[config.mk]
export PLATFORM = sky130hd
export DESIGN_NAME = rr_arb4_stage
export DESIGN_NICKNAME = d
export VERILOG_FILES = /design/src/rtl/rr_arb4_pkg.sv /design/src/rtl/rr_arb4_stage_pick.sv /design/src/rtl/rr_arb4_stage.sv
export SDC_FILE = /design/constraint.sdc
export NUM_CORES = 1
export LEC_CHECK = 0
export ABC_AREA = 1
export ABC_CLOCK_PERIOD_IN_PS = 2600
export CORE_AREA = 8 8 52 54
export DETAILED_ROUTE_END_ITERATION = 12
export DIE_AREA = 0 0 60 62
export PLACE_DENSITY = 0.76
export SKIP_CTS_REPAIR_TIMING = 1
export SYNTH_ARGS = -nofsm -noshare
export SYNTH_HDL_FRONTEND = slang
export SYNTH_SLANG_ARGS = --single-unit
export TNS_END_PERCENT = 30
[constraint.sdc]
create_clock -name clk -period 2.6 [get_ports clk]
set_input_delay 0.39 -clock clk [delete_from_list [all_inputs] [get_ports clk]]
set_output_delay 0.39 -clock clk [all_outputs]
set_load 0.02 [all_outputs]
[src/rtl/rr_arb4_pkg.sv]
// Shared types and helpers for the 4-channel round-robin select stage.
package rr_arb4_pkg;

  localparam int unsigned NCH = 4;

  typedef logic [1:0] sel_t;

  // Next channel index in round-robin order (3 wraps to 0).
  function automatic sel_t rr_next(input sel_t s);
    return s + sel_t'(1);
  endfunction

endpackage

[src/rtl/rr_arb4_stage_pick.sv]
// Round-robin winner search: rotate the request vector so that ptr sits at
// bit 0, take the lowest set bit, then rotate the index back.
module rr_pick4
  import rr_arb4_pkg::*;
(
  input  logic [NCH-1:0] req,
  input  sel_t           ptr,
  output logic           found,
  output sel_t           g
);

  logic [2*NCH-1:0] dbl;
  logic [NCH-1:0]   rot;
  sel_t             idx;

  // Rotate, priority-encode lowest set bit, un-rotate.
  always_comb begin
    dbl   = {req, req};
    rot   = NCH'(dbl >> ptr);
    found = 1'b0;
    idx   = '0;
    for (int i = NCH - 1; i >= 0; i--) begin
      if (rot[i]) begin
        found = 1'b1;
        idx   = sel_t'(i);
      end
    end
    g = idx + ptr;
  end

endmodule

[src/rtl/rr_arb4_stage.sv]
// 4-to-1 round-robin select stage with a one-entry output register.
// Optional burst locking is enabled with the RR_ARB4_LOCK_EN macro, which
// adds the req_last input port.
module rr_arb4_stage
  import rr_arb4_pkg::*;
#(
  parameter int unsigned WIDTH = 4
) (
  input  logic                      clk,
  input  logic                      reset,
  input  logic [NCH-1:0]            req_valid,
  input  logic [NCH-1:0][WIDTH-1:0] req_data,
`ifdef RR_ARB4_LOCK_EN
  input  logic [NCH-1:0]            req_last,
`endif
  output logic [NCH-1:0]            req_ready,
  output logic                      out_valid,
  output logic [WIDTH-1:0]          out_data,
  output sel_t                      out_sel,
  input  logic                      out_ready
);

  sel_t           ptr;
  sel_t           g;
  logic           found;
  logic           can_load;
  logic           load;
  logic           last;
  logic [NCH-1:0] pick_req;

`ifdef RR_ARB4_LOCK_EN
  logic locked;
  sel_t lock_ch;

  // While a burst is open only the owning channel may compete.
  assign pick_req = locked ? (req_valid & (NCH'(1) << lock_ch)) : req_valid;
  assign last     = req_last[g];

  // Burst lock: open on a non-last grant, close on the last one.
  always_ff @(posedge clk) begin
    if (reset) begin
      locked  <= 1'b0;
      lock_ch <= '0;
    end else if (load) begin
      locked  <= ~last;
      lock_ch <= g;
    end
  end
`else
  assign pick_req = req_valid;
  assign last     = 1'b1;
`endif

  rr_pick4 u_pick (
    .req   (pick_req),
    .ptr   (ptr),
    .found (found),
    .g     (g)
  );

  assign can_load = ~out_valid | out_ready;
  assign load     = can_load & found & ~reset;

  // Grant is one-hot on the winner only when the buffer can take a word.
  always_comb begin
    req_ready = '0;
    if (load) req_ready[g] = 1'b1;
  end

  // Output buffer and fairness pointer; ptr moves only when a burst ends.
  always_ff @(posedge clk) begin
    if (reset) begin
      out_valid <= 1'b0;
      out_data  <= '0;
      out_sel   <= '0;
      ptr       <= '0;
    end else if (load) begin
      out_valid <= 1'b1;
      out_data  <= req_data[g];
      out_sel   <= g;
      if (last) ptr <= rr_next(g);
    end else if (out_ready) begin
      out_valid <= 1'b0;
    end
  end

endmodule
# [Yosys cells after proc, flatten, opt, wreduce, memory -nomap -nowiden]
# Cells that the tools add are included.
[word_totals] output_inout_bits=11 word_cells=31 register_bits=9
[classes] muxes=15 reduce_logical=2 add_sub_neg=2 shifts=1 magnitude_cmp=2 bitwise_logic=5
[ops] cell="$bmux W4 S2" n=1
[ops] cell="$mux W2" n=4
[ops] cell="$mux W4" n=2
[ops] cell="$shr A8 B2 Y4" n=1
[ops] cell="$mux W1" n=7
[ops] cell="$lt A2 B3 Y1 const B" n=1
[ops] cell="$add A2 B1 Y2 const B" n=1
[ops] cell="$add A2 B2 Y2" n=1
[ops] cell="$and A1 B1 Y1" n=2
[ops] cell="$demux W1 S2" n=1
[ops] cell="$ge A2 B1 Y1 const B" n=1
[ops] cell="$not A1 Y1" n=2
[ops] cell="$reduce_bool A2 Y1" n=1
[ops] cell="$logic_and A1 B1 Y1" n=1
[ops] cell="$or A1 B1 Y1" n=1

# [Logic depth before layout (Yosys ltp)]
[depth] depth_word=11 depth_mapped=14 mapped_depth_nobuf=14

# [Modules after synthesis]
# A second synthesis with hierarchy kept.
[unflattened] cells_unflattened=124 hier_area_um2=742.0
[modules_own_cells] mod="rr_arb4_stage" instances=1 cells_each=89 area_per_inst_um2=576.8
[modules_own_cells] mod="rr_pick4" instances=1 cells_each=35 area_per_inst_um2=165.2

# [Worst setup path before layout]
# No wires, ideal clock.
[synth_timing] path_kind="register -> output" startpoint="register ptr[0]" endpoint="output port req_ready[0]" arrival_ns=2.136 slack_ns=0.074 stages_incl_launch_ff=13 path_buffers=0 path_cell_list="dfxtp_1 inv_2 nand2_1 nand3_1 nand2_1 nand3_1 a21boi_0 ha_1 xor2_1 inv_2 nand3_4 nand2_4 nor3_1"
[synth_between] elab_chain_cells=11 elab_cells_between_ends=18 classes_between="add/sub (1); order compare (2); shift (1); mux (11); bitwise (2); reduce/logical (1)"
[synth_lines] element="start, declared" line_no="rr_arb4_stage.sv:23" source="sel_t ptr;"
[synth_lines] element="start signal, assigned" line_no="rr_arb4_stage.sv:81" source="if (last) ptr <= rr_next(g);"
[synth_lines] element="$shr A8 B2 Y4" line_no="rr_arb4_stage_pick.sv:19" source="rot = NCH'(dbl >> ptr);"
[synth_lines] element="$mux W2 (4 in a row)" line_no="rr_arb4_stage_pick.sv:23" source="if (rot[i]) begin"
[synth_lines] element="$add A2 B2 Y2" line_no="rr_arb4_stage_pick.sv:28" source="g = idx + ptr;"
[synth_lines] element="$lt A2 B3 Y1 (implied by the code) / $ge A2 B1 Y1 (equally long branches)" line_no="rr_arb4_stage.sv:67" source="if (load) req_ready[g] = 1'b1;"
[synth_lines] element="$logic_and A1 B1 Y1 (implied by the code)" line_no="rr_arb4_stage.sv:67"
[synth_lines] element="$mux W1 (implied by the code)" line_no="rr_arb4_stage.sv:67"
[synth_lines] element="$demux W1 S2" line_no="rr_arb4_stage.sv:67"
[synth_lines] element="$mux W4 *" line_no="rr_arb4_stage.sv:67"
[synth_lines] element="end, declared" line_no="rr_arb4_stage.sv:16" source="output logic [NCH-1:0] req_ready,"
# Every way passes the cells marked *; elsewhere a longest branch is shown, timed or not.

# [Final worst setup path]
[layout_timing] startpoint="register ptr[0]" endpoint="output port req_ready[3]"
# Same word-level chain as after synthesis.

==> results_dict.tcl <==
set metrics [dict create \
    outcome "completed" \
    via_per_inst 4.93 \
    crit-reg2reg-launch "ptr[0]$_SDFFE_PP0P_" \
    cp-end-kind "primary output" \
    clockRootBuffer "clkbuf_4" \
    path_clk_slew_ps 70 \
    min_to "out_sel[0]$_SDFFE_PP0P_" \
    clock.fmax_mhz 393 \
    p_leak_uw 0.000691 \
    htree_num_levels 1 \
    track_usage 0.145 \
    fin_worst_skew_ps 4.40 \
    rsz0062_at_grt "true" \
    yosysUniqueCellTypes 23 \
    ioPinCount 34 \
    seqCellArea_um2 185 \
    initial_utilization 0.368 \
    ir_drop_uv 930 \
    regToRegSetupSlack_ps 450 \
    rows 16 \
    worst_slack_ps 55.6 \
    dp.cells 187 \
    min_path_cells 2 \
    syn_area_um2 699 \
    final_cells 194 \
    clk_path_buf_depth 2 \
    place_congestion 0.841 \
    dp.final_hpwl_um 2160 \
    min_from "out_sel[0]$_SDFFE_PP0P_" \
    crit_type "flip-flop to primary output" \
    synth_cells 105 \
    die_w_um 60 \
    max_slew_margin 0.821 \
    clock_sinks 9 \
    avgSynthCellArea_um2 6.66 \
    cts_buffers 3 \
    fin_crit_sh 0.979 \
    area_growth_pct 95.7 \
    grt_max_degree 7 \
    drt-pass1-iter-count 7 \
    fin_area_um2 1370 \
    drv_cap 0 \
    cp-start-kind "flip-flop" \
    cp_data_arrival_time_ps 2150 \
    vias 957 \
    crit_fanout 6 \
    die_area_um2 3720 \
    fin_crit_ps 2540 \
    powerDensity_nw_per_um2 1280 \
    antenna_found_initial 0 \
    drc 0 \
    dp_slack_ps -606 \
    die_y_um 62 \
    ys.warnings.count 0 \
    setup_violations 0 \
    final_nets 192 \
    grt_overflow_total 0 \
    wl_per_cell_um 14.9 \
    ys_seq_area_frac 0.258 \
    slew_violations 0 \
    final_util 0.720 \
    multiInputGateArea_um2 544 \
    portBuffers 33 \
    grt_pass1_wl_um 4150 \
    final_cell_mix "buf_4, clkdlybuf4s50_1, nand2_1" \
    cts_tree "done" \
    r2r_cells 15 \
    worstMarginPinSlew_ps 268 \
    final_common_cell "buf_4" \
    wirelength_um 2900 \
    syn_nets 129 \
    core_um2 1900 \
    post_dp_cell_area_um2 1230 \
    hold_class "flip-flop to flip-flop" \
    fillers 156 \
    drt_iter0_markers 39 \
    grt_pass1_vias 997 \
    r2r_end "out_data[3]$_SDFFE_PP0P_" \
    required_ps 2210 \
    antenna_cells 0 \
    drive_gt1_frac 0.395 \
    ys_ff_latch 9 \
    final.setup.tns_ps 0 \
    hold_viol 0 \
    postRouteAntennaNets 0 \
    worstSkewPairLatency_ps 260 \
]
==> synth_stat cells <==
library cell  count  area share
a21oi_1           4       0.029
nand3_2           1       0.014
nand2_4           4       0.064
inv_2             4       0.021
a21oi_2           1       0.013
nor3_1            1      0.0071
ha_1              1       0.018
nor2_1           13       0.070
clkbuf_1          1      0.0054
nand4_1           3       0.027
nand2_8           1       0.029
nor2_4            1       0.016
a21boi_0          1       0.011
nand2_2           2       0.018
nand3_4           1       0.025
inv_4             2       0.018
xor2_1            1       0.013
dfxtp_1           9        0.26
inv_1             4       0.021
o21ai_0           3       0.021
nand2_1          27        0.14
mux2i_1           2       0.029
nand3_1          18        0.13
==> cell type report <==
type	count	area share
tap	27	0.0247
timing repair buffer	59	0.388
multi-input combinational	85	0.398
inverter	10	0.0347
sequential	9	0.135
clock buffer	4	0.0192
==> critical path, cell delays in order, from the launching register on <==
cell      delay (ps)
dfxtp_4          410
inv_6             50
nand2_2           80
nand3_2           70
nand2_2           80
nand3_2           70
a21boi_2         150
ha_2             210
xor2_2           160
buf_4            150
nand2_4           50
nand2_4          110
nand2_4           70
nor2_4           110
buf_6            120
==> how the worst max path moves through the flow <==
stage / start / endpoint
6_report: ptr[0]$_SDFFE_PP0P_ / req_ready[3]
5_1_grt: ptr[1]$_SDFFE_PP0P_ / req_ready[2]
4_1_cts: req_valid[1] / req_ready[3]
3_5_place_dp: req_valid[1] / req_ready[3]
3_3_place_gp: req_valid[1] / req_ready[0]
2_1_floorplan: ptr[0]$_SDFFE_PP0P_ / req_ready[0]
==> per-layer routing <==
layer  vias to the layer above  track usage  wire length (µm)
met4                         0       0.0476                80
met2                        37        0.288              1620
met5                         -            0                 0
li1                        468            -                 -
met1                       444        0.135              1040
met3                         8       0.0514               160
==> stage by stage <==
stage          total power, µW  hold slack [ps]
3_5_place_dp              1490              453
5_1_grt                   1880              491
3_3_place_gp              1440              449
6_report                  1750              467
2_1_floorplan              920              452
4_1_cts                   1610              465
==> state kept, by name, indices dropped and copies added (netlist names) <==
| signal | cells |
|---|---|
| out_valid | 1 |
| out_sel | 2 |
| out_data | 4 |
| ptr | 2 |
==> report_power, final <==
part           leakage [µW]  switching [µW]  internal, µW
Sequential        0.0000755            51.4           193
Clock             0.0000150            54.9          59.3
Combinational      0.000600             754           640
==> cell families after synthesis <==
kind of cell	count (synthesis)	synth area share
XOR/XNOR	1	0.0125
flip-flops	9	0.258
AND/OR/NAND/NOR	72	0.544
adder cells (fa/ha/maj)	1	0.0179
AO/OA/AOI/OAI	9	0.0733
buffers and inverters	11	0.0662
multiplexers	2	0.0286
Power figures use the tool's default switching activity.
